**config.mk**
```make
export PLATFORM = sky130hd
export DESIGN_NAME = retire_queue
export DESIGN_NICKNAME = d
export VERILOG_FILES = /design/src/rtl/retire_queue.sv
export SDC_FILE = /design/constraint.sdc
export NUM_CORES = 2
export LEC_CHECK = 0
export CAP_MARGIN = 20
export CORE_MARGIN = 2
export CORE_UTILIZATION = 51
export DETAILED_ROUTE_END_ITERATION = 10
export GPL_ROUTABILITY_DRIVEN = 0
export PLACE_DENSITY = 0.83
export SYNTH_ARGS = -nofsm -noshare
export SYNTH_HDL_FRONTEND = slang
export SYNTH_SLANG_ARGS = --single-unit
```
**constraint.sdc**
```tcl
create_clock -name clk_i -period 22.9 [get_ports clk_i]
set_input_delay 3.435 -clock clk_i [delete_from_list [all_inputs] [get_ports clk_i]]
set_output_delay 3.435 -clock clk_i [all_outputs]
set_load 0.005 [all_outputs]
```
**src/rtl/retire_queue.sv**
```systemverilog
// Retire queue: circular buffer of in-flight instructions, committed in order from the head.
// Latency: writeback-to-commit 1 cycle (0 with RETIRE_QUEUE_WB_BYPASS_EN defined); issue exceptions commit 1 cycle after issue.
// Backpressure: issue_ready_o drops when the registered count is full or flush_i is high; commit ports hold until acked.
module retire_queue #(
    parameter int NR_ENTRIES      = 8,
    parameter int NR_COMMIT_PORTS = 2,
    parameter int TRANS_ID_BITS   = $clog2(NR_ENTRIES)
) (
    input  logic                                          clk_i,
    input  logic                                          rst_i,
    input  logic                                          flush_i,
    input  logic                                          issue_valid_i,
    output logic                                          issue_ready_o,
    output logic [TRANS_ID_BITS-1:0]                      issue_trans_id_o,
    input  logic [63:0]                                   issue_pc_i,
    input  logic [16:0]                                   issue_ctrl_i,
    input  logic [6:0]                                    issue_ex_i,
    input  logic                                          wb_valid_i,
    input  logic [TRANS_ID_BITS-1:0]                      wb_trans_id_i,
    input  logic [63:0]                                   wb_result_i,
    input  logic [6:0]                                    wb_ex_i,
    output logic [NR_COMMIT_PORTS-1:0]                    commit_valid_o,
    output logic [NR_COMMIT_PORTS-1:0][63:0]              commit_pc_o,
    output logic [NR_COMMIT_PORTS-1:0][16:0]              commit_ctrl_o,
    output logic [NR_COMMIT_PORTS-1:0][63:0]              commit_result_o,
    output logic [NR_COMMIT_PORTS-1:0][6:0]               commit_ex_o,
    output logic [NR_COMMIT_PORTS-1:0][TRANS_ID_BITS-1:0] commit_trans_id_o,
    input  logic [NR_COMMIT_PORTS-1:0]                    commit_ack_i,
    output logic [TRANS_ID_BITS:0]                        count_o
);

    localparam logic [TRANS_ID_BITS:0] LP_FULL = (TRANS_ID_BITS+1)'(NR_ENTRIES);

    // Entry payload (no reset needed: validity lives in r_alloc/r_done)
    logic [63:0]              r_pc     [NR_ENTRIES];
    logic [16:0]              r_ctrl   [NR_ENTRIES];
    logic [63:0]              r_result [NR_ENTRIES];
    logic [6:0]               r_ex     [NR_ENTRIES];
    logic [NR_ENTRIES-1:0]    r_alloc;
    logic [NR_ENTRIES-1:0]    r_done;
    logic [TRANS_ID_BITS-1:0] r_head;
    logic [TRANS_ID_BITS-1:0] r_tail;
    logic [TRANS_ID_BITS:0]   r_count;

    logic                                          w_alloc;
    logic                                          w_wb_hit;
    logic [NR_COMMIT_PORTS-1:0][TRANS_ID_BITS-1:0] w_idx;
    logic [NR_COMMIT_PORTS-1:0]                    w_ret;
    logic [TRANS_ID_BITS:0]                        w_k;
    logic                                          w_chain;
    logic                                          w_run;
    logic                                          w_done_eff;

    // A retirement this cycle only frees a slot next cycle, so readiness uses the registered count.
    assign issue_ready_o    = (r_count < LP_FULL) & ~flush_i;
    assign issue_trans_id_o = r_tail;
    assign count_o          = r_count;
    assign w_alloc          = issue_valid_i & issue_ready_o & ~rst_i;
    // Late writebacks must not overwrite an issue-time exception, hence the not-done qualifier.
    assign w_wb_hit         = wb_valid_i & ~flush_i & ~rst_i & r_alloc[wb_trans_id_i] & ~r_done[wb_trans_id_i];

    // Present head+i on each commit port and find the leading run of acked valid ports.
    always_comb begin
        commit_valid_o    = '0;
        commit_pc_o       = '0;
        commit_ctrl_o     = '0;
        commit_result_o   = '0;
        commit_ex_o       = '0;
        commit_trans_id_o = '0;
        w_idx             = '0;
        w_ret             = '0;
        w_k               = '0;
        w_chain           = 1'b1;
        w_run             = 1'b1;
        w_done_eff        = 1'b0;
        for (int i = 0; i < NR_COMMIT_PORTS; i++) begin
            w_idx[i]             = r_head + TRANS_ID_BITS'(i);
            w_done_eff           = r_done[w_idx[i]];
            commit_pc_o[i]       = r_pc[w_idx[i]];
            commit_ctrl_o[i]     = r_ctrl[w_idx[i]];
            commit_result_o[i]   = r_result[w_idx[i]];
            commit_ex_o[i]       = r_ex[w_idx[i]];
            commit_trans_id_o[i] = w_idx[i];
`ifdef RETIRE_QUEUE_WB_BYPASS_EN
            if (w_wb_hit && (wb_trans_id_i == w_idx[i])) begin
                w_done_eff         = 1'b1;
                commit_result_o[i] = wb_result_i;
                commit_ex_o[i]     = wb_ex_i;
            end
`endif
            // A port is valid only if every older port is valid, so commits stay in order.
            w_chain           = w_chain & r_alloc[w_idx[i]] & w_done_eff & ~flush_i;
            commit_valid_o[i] = w_chain;
            w_run             = w_run & commit_ack_i[i] & w_chain;
            w_ret[i]          = w_run;
            w_k               = w_k + {{TRANS_ID_BITS{1'b0}}, w_run};
        end
    end

    // Payload writes for newly issued entries and accepted writebacks.
    always_ff @(posedge clk_i) begin
        if (w_alloc) begin
            r_pc[r_tail]     <= issue_pc_i;
            r_ctrl[r_tail]   <= issue_ctrl_i;
            r_ex[r_tail]     <= issue_ex_i;
            r_result[r_tail] <= '0;
        end
        if (w_wb_hit) begin
            r_result[wb_trans_id_i] <= wb_result_i;
            r_ex[wb_trans_id_i]     <= wb_ex_i;
        end
    end

    // Pointers, occupancy and per-entry state; reset and flush both empty the queue.
    always_ff @(posedge clk_i) begin
        if (rst_i || flush_i) begin
            r_head  <= '0;
            r_tail  <= '0;
            r_count <= '0;
            r_alloc <= '0;
            r_done  <= '0;
        end else begin
            if (w_wb_hit) begin
                r_done[wb_trans_id_i] <= 1'b1;
            end
            if (w_alloc) begin
                r_alloc[r_tail] <= 1'b1;
                r_done[r_tail]  <= issue_ex_i[6];
                r_tail          <= r_tail + 1'b1;
            end
            // Retire clears last so a bypassed writeback cannot leave a stale done bit behind.
            for (int j = 0; j < NR_COMMIT_PORTS; j++) begin
                if (w_ret[j]) begin
                    r_alloc[w_idx[j]] <= 1'b0;
                    r_done[w_idx[j]]  <= 1'b0;
                end
            end
            r_head  <= r_head + w_k[TRANS_ID_BITS-1:0];
            r_count <= r_count + {{TRANS_ID_BITS{1'b0}}, w_alloc} - w_k;
        end
    end

endmodule

```
==> impl_metrics.toml <==
[critical_path]
start_kind = "flip-flop"
path_max_fanout = 51
cpMostUsedCell = "buf_4"
cp.required_ns = 19.47
crit_buf_inv = 4
arrival_ns = 5.75
max_stage_delay_ns = 0.81
cp_slowest_cell = "buf_4"
crit_type = "flip-flop to output pin"
crit_path_end_kind = "output pin"
reg2regPathDepth = 15
path_cells = "buf_4, buf_4, nand2b_1, nor2_4, buf_4, a222oi_1, nand2_1, a221o_1, clkdlybuf4s50_1"
cp.depth = 9
path_delay_family = "buffers and inverters"

[finish]
utilization_pct = 61.1
layout-drive-gt1-share_pct = 9.32
final_cell_area_um2 = 65500
nets = 4433
syn_to_final_growth_pct = 18.5

[clock_tree]
cts.sinks = 1242
clock-root-buffer = "clkbuf_16"
ctsHoldBuffers = 0
cts_setup_buffers = 0
cts_buffer_depth = 3
clkLatencyLatePin_ns = 0.72
cts_repair_resize_count = 0
cts_tree = "built"
htreeDepth = 3
clkTransAtPathRegs_ns = 0.06
cts_buffers = 120

[global_routing]
grt_start_max_net_pins = 148
grt_pass1_wl_um = 275000
gr-total-overflow = 0
grt_pass1_vias = 42300
grt_usage_pct = 33.5
antenna_found_initial = 31

[hold_path]
hold_path_class = "flip-flop to flip-flop"
min_path_cells = 2

[die]
core_area_um2 = 107000
ios = 489
dieArea_um2 = 111000
rows = 120
die_y_um = 333
initial_core_util_pct = 51.5
die_w_um = 333

[timing]
hold_violations = 0
holdWs_ns = 0.522
rsz0062_at_grt = "no"
fin_crit_sh_pct = 40.1
relSlewSlack_pct = 16.3
setup_viol = 0
worstMarginPinSlew_ns = 1.26
fmax_mhz = 109
fin_setup_tns_ns = 0
finalMaxSlewViolations = 0
skew_ns = 0.0271
fin_crit_ns = 9.19

[run]
max_cap_viol_count = 0

[routing]
vias = 42300
viasPerCell = 7.32
drt-pass1-iter-count = 11
wirelength_um = 192000
postRouteAntennaNets = 0
wl_per_cell_um = 33.2
drc = 0
drt_iter0_drc = 9447

[pwr]
power.total_uw = 4610
power.switching_uw = 924
peakVddDrop_v = 0.0000573
p_per_area_nw_per_um2 = 70.5
p_int_uw = 3690
swShare_pct = 20.0
power.leakage_uw = 0.0217
pwr-share-seq_pct = 54.0
pwr-share-clk_pct = 43.7
comb_power_share_pct = 2.3

[logic_synthesis]
netlist_area_um2 = 55200
seq_area_frac_synth_pct = 67.0
synth_most_common_cell = "edfxtp_1"
synth_area_per_cell_um2 = 14.1
yosys_warnings = 0
yosys_most_used_dff = "edfxtp_1"
yosys.area.top_type_share_pct = 66.1
ys_top_cells_by_area = "edfxtp_1 66%, and2_1 5.9%, a22oi_1 5.7%, a222oi_1 4.9%, nand3_1 1.9%"
syn_inst = 3907
yosys-top-cells-count = "1216 x edfxtp_1, 517 x and2_1, 421 x a22oi_1, 272 x a222oi_1, 251 x clkbuf_1"
ys_ff_latch = 1242
synth_edf_count = 1216
synth.largest_area_cell = "edfxtp_1"
synth-async-reset-ratio_pct = 0
synth.net_count = 4087
synth_cell_types = 63

[placement]
placed_area_um2 = 61400
dp_hpwl_um = 99600
portBuffers = 488

[outcome]
status = "completed"
[power by group through the flow]
stage	clock [uW]	combinational, uW	sequential (uW)
2_1_floorplan	0	24.9	2540
3_3_place_gp	0	100	2540
3_5_place_dp	0	103	2540
4_1_cts	2020	104	2490
5_1_grt	2100	112	2490
6_report	2010	106	2490
[worst reg2reg max path, cell delays in order, from the launching register on]
cell      delay, ns
dfxtp_1        0.86
xnor2_4        0.23
inv_4          0.55
buf_4          0.88
o211ai_1       0.26
and2_1         0.20
mux2i_1        0.31
nor3_1         0.11
ha_1           0.34
ha_1           0.29
inv_1          0.06
ha_1           0.15
inv_1          0.07
fa_1           0.45
xor2_1         0.15
nor2_1         0.06
[layout by cell type (no fill, tap or decap), types with 11 or more instances in the layout]
cell             count
mux2i_1             33
nor2_4              14
clkinv_2            39
a222oi_1           272
mux2_2              55
bufinv_16           17
buf_4               74
nand2_1            213
edfxtp_1          1216
and2_1             518
nand3_1            207
a31oi_1             17
a22o_1              81
inv_1               11
a21oi_1             29
nand4_1             68
clkbuf_16          120
clkbuf_1            12
clkinv_1            21
a221o_1             47
a221oi_1            98
o211ai_1            12
clkdlybuf4s50_1    488
a22oi_1            421
nor2_1              26
o21ai_0             44
diode_2             25
mux4_2              30
o31ai_1             11
dfxtp_1             25
[per-stage QoR]
step | std cells | setup slack, ns
finish | 5783 | 13.71
global route | 5777 | 13.65
CTS | 5757 | 13.89
detailed placement | 5533 | 14.66
global placement | 5531 | 14.70
floorplan | 3907 | 11.19
[sequential cells by signal, summed over array words and instances (netlist names), 4 cells and up]
name,cells
r_ex,56
r_done,8
r_ctrl,136
count_o,4
r_alloc,8
r_result,512
r_pc,512
[logic make-up (layout without fill, tap and decap cells)]
group	Yosys count	count (layout)	share of synthesized area (%)
flops	1242	1242	67.0
simple gates	1100	1100	11.0
compound gates	1059	1059	15.9
buf+inv	365	813	2.64
mux	123	123	3.04
fa+ha+maj	11	11	0.276
xor+xnor	7	7	0.125
other cells	0	25	0
[layout make-up]
type                    instances  area [um2]
diodes                         25        62.6
inverters                      20        90.1
well taps                    1403        1760
multi-input cells            2300       17000
repair buffers                569        5570
fillers                      7748       41700
clock buffers                 132        3050
flip-flops and latches       1242       37000
clock inverters                92         925
[worst paths after layout]
| check | from | end | slack [ns] |
|---|---|---|---|
| max | r_head[0]$_SDFF_PP0_ | commit_ex_o[9] | 13.71 |
| min | r_alloc[2]$_SDFF_PP0_ | r_alloc[2]$_SDFF_PP0_ | 0.52 |
| max reg2reg | r_head[2]$_SDFF_PP0_ | count_o[2]$_SDFF_PP0_ | 17.82 |
| min reg2reg | r_alloc[2]$_SDFF_PP0_ | r_alloc[2]$_SDFF_PP0_ | 0.52 |
[layer usage]
layer,vias up,track usage [%],routed length (um)
met2,4210,52.5,88000
met1,20400,41.5,63500
met5,-,0,96
li1,16800,-,-
met4,18,20.5,12200
met3,873,9.01,28500
Note: power is estimated with default switching activity, not from simulation.
